[src/rtl/mvm_seq_ctrl.sv]
// Address/enable sequencer for the single-MAC matrix-vector datapath.
// Loads A then x under ready/valid, runs K rows of K MACs, then streams y out.
module mvm_seq_ctrl #(
  parameter int unsigned K    = 8,
  parameter int unsigned LOGK = $clog2(K)
) (
  input  logic              clk,
  input  logic              reset,
  input  logic              in_valid,
  output logic              in_ready,
  output logic [2*LOGK-1:0] addr_a,
  output logic              wr_en_a,
  output logic [LOGK-1:0]   addr_x,
  output logic              wr_en_x,
  output logic [LOGK-1:0]   addr_y,
  output logic              wr_en_y,
  output logic              acc_clr,
  output logic              acc_en,
  output logic              out_valid,
  input  logic              out_ready,
  output logic              done,
  output logic              busy
);

  localparam int unsigned     AW     = 2 * LOGK;
  localparam logic [AW-1:0]   A_LAST = AW'(K * K - 1);
  localparam logic [LOGK-1:0] K_LAST = LOGK'(K - 1);

  typedef enum logic [2:0] {
    S_LOAD_A, S_LOAD_X, S_MAC, S_DRAIN, S_WR_Y, S_PRIME, S_OUT, S_DONE
  } state_e;

  state_e          state_q, state_d;
  logic [AW-1:0]   a_cnt_q, a_cnt_d;
  logic [LOGK-1:0] x_cnt_q, x_cnt_d;
  logic [LOGK-1:0] row_q, row_d;
  logic [LOGK-1:0] col_q, col_d;
  logic            drain_q, drain_d;
  logic            iss_q, iss_d;
  logic            acc_en_q, acc_en_d;
  logic [AW-1:0]   addr_a_q, addr_a_d;
  logic [LOGK-1:0] addr_x_q, addr_x_d;
  logic [LOGK-1:0] addr_y_q, addr_y_d;
  logic            wr_en_y_q, wr_en_y_d;
  logic            acc_clr_q, acc_clr_d;
  logic            out_valid_q, out_valid_d;
  logic            done_q, done_d;
  logic            busy_q, busy_d;

  // Write strobes must coincide with the data word, so they follow in_valid directly.
  assign in_ready = !reset && (state_q == S_LOAD_A || state_q == S_LOAD_X);
  assign wr_en_a  = in_ready && in_valid && (state_q == S_LOAD_A);
  assign wr_en_x  = in_ready && in_valid && (state_q == S_LOAD_X);

  assign addr_a    = addr_a_q;
  assign addr_x    = addr_x_q;
  assign addr_y    = addr_y_q;
  assign wr_en_y   = wr_en_y_q;
  assign acc_clr   = acc_clr_q;
  assign acc_en    = acc_en_q;
  assign out_valid = out_valid_q;
  assign done      = done_q;
  assign busy      = busy_q;

  always_comb begin
    state_d  = state_q;
    a_cnt_d  = a_cnt_q;
    x_cnt_d  = x_cnt_q;
    row_d    = row_q;
    col_d    = col_q;
    drain_d  = 1'b0;
    addr_y_d = addr_y_q;

    case (state_q)
      S_LOAD_A: begin
        if (in_valid) begin
          if (a_cnt_q == A_LAST) begin
            a_cnt_d = '0;
            state_d = S_LOAD_X;
          end else begin
            a_cnt_d = a_cnt_q + AW'(1);
          end
        end
      end
      S_LOAD_X: begin
        if (in_valid) begin
          if (x_cnt_q == K_LAST) begin
            x_cnt_d = '0;
            row_d   = '0;
            col_d   = '0;
            state_d = S_MAC;
          end else begin
            x_cnt_d = x_cnt_q + LOGK'(1);
          end
        end
      end
      S_MAC: begin
        addr_y_d = row_q;
        if (col_q == K_LAST) state_d = S_DRAIN;
        else                 col_d   = col_q + LOGK'(1);
      end
      // Two cycles let the last product reach the accumulator.
      S_DRAIN: begin
        drain_d = !drain_q;
        if (drain_q) state_d = S_WR_Y;
      end
      S_WR_Y: begin
        if (row_q == K_LAST) begin
          addr_y_d = '0;
          state_d  = S_PRIME;
        end else begin
          row_d   = row_q + LOGK'(1);
          col_d   = '0;
          state_d = S_MAC;
        end
      end
      S_PRIME: state_d = S_OUT;
      S_OUT: begin
        if (out_ready) begin
          if (addr_y_q == K_LAST) begin
            state_d = S_DONE;
          end else begin
            addr_y_d = addr_y_q + LOGK'(1);
            state_d  = S_PRIME;
          end
        end
      end
      S_DONE: begin
        a_cnt_d  = '0;
        x_cnt_d  = '0;
        row_d    = '0;
        col_d    = '0;
        addr_y_d = '0;
        state_d  = S_LOAD_A;
      end
    endcase

    // Registered outputs are derived from the next state so they align with it.
    addr_a_d = addr_a_q;
    addr_x_d = addr_x_q;
    case (state_d)
      S_LOAD_A: addr_a_d = a_cnt_d;
      S_LOAD_X: addr_x_d = x_cnt_d;
      S_MAC: begin
        addr_a_d = AW'(row_d) * AW'(K) + AW'(col_d);
        addr_x_d = col_d;
      end
      default: ;
    endcase

    iss_d       = (state_q == S_MAC);
    acc_en_d    = iss_q;
    wr_en_y_d   = (state_d == S_WR_Y);
    acc_clr_d   = (state_d == S_LOAD_A) || (state_d == S_LOAD_X) || (state_d == S_WR_Y);
    out_valid_d = (state_d == S_OUT);
    done_d      = (state_d == S_DONE);
    busy_d      = !((state_d == S_LOAD_A) && (a_cnt_d == '0));
  end

  always_ff @(posedge clk) begin
    if (reset) begin
      state_q     <= S_LOAD_A;
      a_cnt_q     <= '0;
      x_cnt_q     <= '0;
      row_q       <= '0;
      col_q       <= '0;
      drain_q     <= 1'b0;
      iss_q       <= 1'b0;
      acc_en_q    <= 1'b0;
      addr_a_q    <= '0;
      addr_x_q    <= '0;
      addr_y_q    <= '0;
      wr_en_y_q   <= 1'b0;
      acc_clr_q   <= 1'b1;
      out_valid_q <= 1'b0;
      done_q      <= 1'b0;
      busy_q      <= 1'b0;
    end else begin
      state_q     <= state_d;
      a_cnt_q     <= a_cnt_d;
      x_cnt_q     <= x_cnt_d;
      row_q       <= row_d;
      col_q       <= col_d;
      drain_q     <= drain_d;
      iss_q       <= iss_d;
      acc_en_q    <= acc_en_d;
      addr_a_q    <= addr_a_d;
      addr_x_q    <= addr_x_d;
      addr_y_q    <= addr_y_d;
      wr_en_y_q   <= wr_en_y_d;
      acc_clr_q   <= acc_clr_d;
      out_valid_q <= out_valid_d;
      done_q      <= done_d;
      busy_q      <= busy_d;
    end
  end

endmodule

[config.mk]
export PLATFORM = sky130hd
export DESIGN_NAME = mvm_seq_ctrl
export DESIGN_NICKNAME = d
export VERILOG_FILES = /design/src/rtl/mvm_seq_ctrl.sv
export SDC_FILE = /design/constraint.sdc
export NUM_CORES = 1
export LEC_CHECK = 0
export CAP_MARGIN = 20
export CORE_UTILIZATION = 50
export CTS_CLUSTER_DIAMETER = 30
export DETAILED_ROUTE_END_ITERATION = 16
export PLACE_DENSITY_LB_ADDON = 0.3
export SETUP_SLACK_MARGIN = 0.3
export SLEW_MARGIN = 40
export SYNTH_ARGS = -nofsm -noshare
export SYNTH_HDL_FRONTEND = slang
export SYNTH_SLANG_ARGS = --single-unit
[constraint.sdc]
create_clock -name clk -period 2.1 [get_ports clk]
set_input_delay 0.315 -clock clk [delete_from_list [all_inputs] [get_ports clk]]
set_output_delay 0.315 -clock clk [all_outputs]
set_load 0.01 [all_outputs]
==> flow_summary.toml, run 1 <==
[route]
wl_per_cell_um = 18.4
wl_met2_mm = 2.97
detailroute.via_count = 2057
drc_errors = 0
avgViaCountPerCell = 6.07
first_iter_violations = 142
top_layer = "met4"
routed_wl_mm = 6.25
met3_length_um = 305
drtAntennaViolNets = 0
first_pass_iters = 4
wirelength_met1_mm = 2.80

[worst_setup_path]
worstPathArrival_ns = 2.24
r2r_start = "state_q[1]$_SDFF_PP0_"
worstSetupStartpoint = "state_q[1]$_SDFF_PP0_"
critPathRequiredTime_ns = 2.33
crit_type = "register to register"
crit_path_start_kind = "register"
r2r_slack_ns = 0.09
crit_fanout = 5
endpoint_kind = "register"

[placed_design]
placed_area_um2 = 2570
dp_hpwl_mm = 3.64
gp_congestion = 0.878
io_buffers = 24

[floorplan]
die_x_um = 66.4
core_area_um2 = 4000
ioPinCount = 25
start_util_pct = 51.8
row_count = 23
die_y_um = 66.4
die_area_um2 = 4410

[power]
p_per_area_nw_per_um2 = 453
switching_share_pct = 24.3
p_comb_share_pct = 7.1
power_frac_seq_pct = 53.4
clockPowerShare_pct = 39.5
p_leak_uw = 0.00118
peakVddDrop_v = 0.000337
finalPower_uw = 1370
p_int_uw = 1030
power.switching_uw = 331

[synth]
ys.flop_type = "dfxtp_1"
yosysSeqAreaShare_pct = 36.7
synth_edf_count = 0
synth.distinct_cells = 60
synth.ff_latch_count = 38
synthesis.area_um2 = 2070
synthesis.nets = 242
yosys_warnings = 0
syn-mean-instance-area_um2 = 9.01
synth_cells = 230
async_flop_share_pct = 0

[cells_and_area]
syn_to_final_growth_pct = 45.4
nFillCells = 278
fin_nets = 300
layout_commonest_cell = "buf_4"
layout-drive-gt1-share_pct = 39.4
multiInputGateArea_um2 = 1520
fin_area_um2 = 3020
num_antenna_cells = 0
regArea_um2 = 788
final_cell_mix = "buf_4, dfxtp_1, clkdlybuf4s50_1"

[sta]
fin_worst_skew_ns = 0.0118
slew_viol_final = 0
hold_violations = 0
fin_crit_ns = 2.01
worst_pin_slew_ns = 0.634
rsz0062_at_grt = "true"
setup_viol = 0
whs_ns = 0.440
setup_tns_ns = 0
slew_headroom_pct = 57.3
period_share_pct = 95.8
fmax_ghz = 0.497

[clock_tree]
path_clk_slew_ns = 0.08
cts-root-buf = "clkbuf_8"
holdBufCountCts = 0
ctsHtreeMaxLevel = 2
cts_tree = "yes"
cts.sinks = 38
cts_buffers = 5
cts_buffer_depth = 2
clkLatencyLatePin_ns = 0.30

[grt]
antenna_found_initial = 0
grt-ovfl-total = 0
track_usage_pct = 28.6
grt_max_degree = 37
grt_pass1_wl_mm = 9.24
first_global_vias = 1921

[status]
outcome = "finished clean"

[run]
drv_cap = 0

[min_path]
worstHoldStart = "acc_en_d$_SDFF_PP0_"
hold_path.class = "register to register"
[Yosys cell counts, drive strengths merged (2+ instances only)]
| cell | number | area share (%) |
|---|---|---|
| dfxtp | 38 | 37 |
| nand2 | 19 | 3.6 |
| nor2 | 17 | 3.1 |
| a21oi | 14 | 3.4 |
| nor2b | 13 | 4.3 |
| nand2b | 11 | 3.7 |
| nor3 | 11 | 2.9 |
| o21ai | 10 | 3.0 |
| buf | 7 | 3.1 |
| clkbuf | 7 | 1.3 |
| ha | 7 | 4.2 |
| and3 | 6 | 1.9 |
| mux2i | 6 | 2.9 |
| o22ai | 6 | 1.8 |
| a31oi | 4 | 1.5 |
| a21boi | 3 | 1.1 |
| a32oi | 3 | 1.3 |
| mux2 | 3 | 1.6 |
| nand3 | 3 | 0.72 |
| nand3b | 3 | 1.1 |
| nand4 | 3 | 0.91 |
| nor4 | 3 | 0.91 |
| a211oi | 2 | 0.97 |
| a21o | 2 | 0.72 |
| a221oi | 2 | 0.85 |
| a22oi | 2 | 1.4 |
| a2bb2oi | 2 | 0.85 |
| a32o | 2 | 1.0 |
| and2b | 2 | 0.72 |
| nor3b | 2 | 1.3 |
| o21a | 2 | 0.72 |
| o31ai | 2 | 0.97 |
| or3 | 2 | 0.60 |
[cells by family (layout without fill, tap and decap cells)]
| family | after synthesis | in the layout | share of synthesized area, % |
|---|---|---|---|
| buffers and inverters | 15 | 73 | 4.59 |
| muxes | 9 | 9 | 4.53 |
| AOI/OAI and AO/OA | 61 | 61 | 21.7 |
| adders and majority gates | 8 | 8 | 5.19 |
| and+or+nand+nor | 99 | 100 | 27.3 |
| DFF | 38 | 38 | 36.7 |
[per-stage QoR]
step	instances	setup WS [ns]	util [%]
3_3_place_gp	315	-0.162	64.2
6_report	339	0.0885	75.4
4_1_cts	334	0.128	71.8
3_5_place_dp	315	-0.176	64.2
2_1_floorplan	230	0.238	-
5_1_grt	339	0.00626	75.4
[path summary, 6_finish.rpt]
kind,end,depth (start not counted)
max,addr_a[0]$_SDFFE_PP0P_,8
min,acc_en$_SDFF_PP0_,1
max reg2reg,addr_a[0]$_SDFFE_PP0P_,8
min reg2reg,acc_en$_SDFF_PP0_,1
[power groups by stage]
stage	Combinational [µW]	Clock, µW	Sequential, µW
floorplan	41.4	0	751
global placement	79.7	0	750
detailed placement	81.0	0	750
CTS	86.5	544	729
global route	102	570	731
finish	96.7	540	730
[layout make-up]
cell class | instances | share of cell area [%]
inverters | 1 | 0.124
clock buffers | 7 | 2.86
repair buffers | 64 | 18.3
multi-input cells | 178 | 50.3
clock inverters | 1 | 0.166
flip-flops and latches | 38 | 26.1
well taps | 50 | 2.07
[sequential cells by signal (all words and copies together) (netlist names), 3 cells and up]
| register | count |
|---|---|
| addr_a | 6 |
| x_cnt_q | 3 |
| col_q | 3 |
| addr_y | 3 |
| addr_x | 3 |
| state_q | 3 |
| row_q | 3 |
| a_cnt_q | 6 |
[metal layers]
layer	GRT usage [%]	up-vias
li1	-	964
met1	35.4	1005
met2	46.0	72
met3	6.38	16
met4	14.6	0
met5	0	-
[repair_timing]
item | in CTS | in global routing
cloned | 1 | 0
pin swaps | 11 | 15
buffers inserted | 10 | 5
gates resized for setup | 43 | 28
hold endpoints to repair | 0 | 0
setup endpoints to repair | 22 | 21
[critical path, cell delays in order (launching register included)]
cell	delay, ns
dfxtp_4	0.36
buf_6	0.13
and2b_2	0.23
a211oi_4	0.33
buf_4	0.19
nor3_4	0.05
and3_4	0.23
mux2_4	0.30
o22ai_2	0.13
Power figures use the tool's default switching activity.
==> run 2, diff against run 1 <==
- CAP_MARGIN: 20 -> unset
- CTS_CLUSTER_SIZE: unset -> 28
==> results of run 2 <==
Final layout, timing and power as in run 1 (identical DEF).
==> run 3, diff against run 2 <==
- HOLD_SLACK_MARGIN: unset -> 0.06
==> results of run 3 <==
Final layout, timing and power as in run 1 (identical DEF).
==> patch (flow settings as in run 1) <==
`K`: 8 -> 4.
--- a/src/rtl/mvm_seq_ctrl.sv
+++ b/src/rtl/mvm_seq_ctrl.sv
@@ -2,5 +2,5 @@
 // Loads A then x under ready/valid, runs K rows of K MACs, then streams y out.
 module mvm_seq_ctrl #(
-  parameter int unsigned K    = 8,
+  parameter int unsigned K    = 4,
   parameter int unsigned LOGK = $clog2(K)
 ) (
Interface: changed (resized addr_a, addr_x and addr_y); port bits go from 25 to 21. The function was not compared with the original's and may differ.
==> patch against run 1 <==
The run now ends with negative setup slack left. Count of clock-buffer cells in the layout fell by 1. Global-route usage rose by 1.7 points. Clock skew rose by 0.0033 ns. Synthesized area fell by 18%. Synthesized cell count fell by 15%. Wire length rose by 9.6%. Setup slack got worse by 0.14 ns. Cell area fell by 13%. Maximum frequency fell by 6.3%. Sequential share of layout area fell by 3.4 points. Sequential cell count fell by 9. Highest routed layer unchanged.
Power is not compared: it rests on default switching activity, and its combinational part moved more than twofold at a synthesized area within 25%.
==> patch: results (changes against run 1) <==
[cts]
clk_latency_ns = 0.36  ; was 0.30 ns
cts-root-buf = clkbuf_4  ; was clkbuf_8
numCtsBuffers = 5  ; unchanged
clkTransAtPathRegs_ns = 0.10  ; was 0.08 ns

[sta]
clock_skew_ns = 0.0151  ; was 0.0118 ns
worst_pin_slew_ns = 0.509  ; was 0.634 ns
final-setup-viol-count = 1  ; was 0
fin_ws_ns = -0.0471  ; was 0.0885 ns
setup_tns_ns = -0.0471  ; was 0 ns
hold_slack_ns = 0.474  ; was 0.440 ns

[yosys]
syn_nets = 204  ; was 242
yosys.area_share.adder = 0.0337  ; was 0.0519
synth-xor-area-share = 0.00514  ; was 0
synth.top_cells.by_count = dfxtp_1, nand2_1, nor2_1  ; unchanged
synth.area.mux_share = 0  ; was 0.0453
netlist_top_cells_area = dfxtp_1, nand2_1, a31oi_1, nor2b_1, nor2_1  ; was dfxtp_1, ha_1, nor2b_1, a21oi_1, nand2_1
yosysSeqAreaShare = 0.340  ; was 0.367
yosys_warnings = 0  ; unchanged
synth-compound-area-share = 0.278  ; was 0.217
synth_cell_type_count = 63  ; was 60

[critical_path]
r2r_cells = 7  ; was 8
rr_startpoint = state_q[0]  ; was state_q[1]
slowest_delay_ns = 0.47  ; was 0.36 ns
crit_fanout = 7  ; was 5
rr_endpoint = addr_x[1]  ; was addr_a[0]
arrival_ns = 2.42  ; was 2.24 ns
crit_slowest_cell = a211oi_1  ; was dfxtp_4
crit_family = compound AO/OA/AOI/OAI gates  ; was simple AND/OR/NAND/NOR gates

[status]
outcome = complete, but fails checks  ; was completed
violations = negative setup slack

[final_layout]
drive_above_1_share = 0.357  ; was 0.394
nNetsFinal = 259  ; was 300

[drt]
wl_per_cell_um = 23.2  ; was 18.4 um
first_iter_violations = 231  ; was 142
drt-vias-per-instance = 6.77  ; was 6.07
drtPass1Iterations = 5  ; was 4

[placed_design]
dpl_cell_area_mm2 = 0.00210  ; was 0.00257 mm^2
dpl.hpwl_um = 3360  ; was 3640 um
gp_congestion = 0.947  ; was 0.878
port_buffers = 20  ; was 24

[global_route]
met1_usage = 0.365  ; was 0.354
grt_pass1_wl_um = 7730  ; was 9240 um
grt_use_met2 = 0.487  ; was 0.460
track_usage = 0.302  ; was 0.286
use_met3 = 0.0768  ; was 0.0638
grt_max_degree = 20  ; was 37
grt_pass1_vias = 1609  ; was 1921

[flow_run]
cap_violations = 0  ; unchanged

[hold_path]
holdPathEnd = acc_en  ; unchanged
worstHoldPathCells = 1  ; unchanged
hold_start = acc_en_d  ; unchanged

## patch: timing repair
action | in CTS | in global routing
endpoints found under the setup margin | 17 | 15
pin swaps | 10 | 15
resized for setup | 27 | 34
gates cloned | 1 | 2
buffers inserted | 8 | 6
## patch: layout make-up
type / instances / area share
Clock buffer: 6 / 0.0158
Clock inverter: 2 / 0.00383
Inverter: 11 / 0.0168
Multi-Input combinational cell: 144 / 0.482
Sequential cell: 29 / 0.227
Tap cell: 44 / 0.0211
Timing Repair Buffer: 60 / 0.234
## patch: logic make-up after synthesis
| kind of cell | count (synthesis) |
|---|---|
| DFF | 29 |
| buffers and inverters | 23 |
| AOI/OAI and AO/OA | 59 |
| and+or+nand+nor | 80 |
| xor gates and xnor gates | 1 |
| adders and majority gates | 4 |
## patch: metal layers
metal	share of wire	up-vias
li1	-	842
met1	0.37	917
met2	0.44	189
met3	0.11	57
met4	0.070	0
met5	0	-
## patch: how the worst max path moves through the flow
stage	startpoint	cells after the start	to
after CTS	state_q[1]	7	addr_x[1]
after detailed placement	in_valid	6	addr_a[2]
after global routing	state_q[0]	7	addr_x[1]
after floorplan	state_q[0]	9	addr_x[0]
final	state_q[0]	7	addr_x[1]
after global placement	in_valid	6	addr_a[2]
## patch: power breakdown
group / switching [uW] / internal (uW)
clock network: 215 / 127
registers: 39.5 / 586
logic: 352 / 328
total: 606 / 1040
## patch: through the flow
| step | utilization | cells | setup WS [ns] | total power, uW |
|---|---|---|---|---|
| after floorplan | - | 196 | 0.268 | 904 |
| after global placement | 0.667 | 271 | 0.00344 | 1070 |
| after detailed placement | 0.667 | 271 | -0.0485 | 1080 |
| after CTS | 0.742 | 288 | 0.223 | 1440 |
| after global routing | 0.829 | 296 | -0.0966 | 1700 |
| final | 0.829 | 296 | -0.0471 | 1650 |
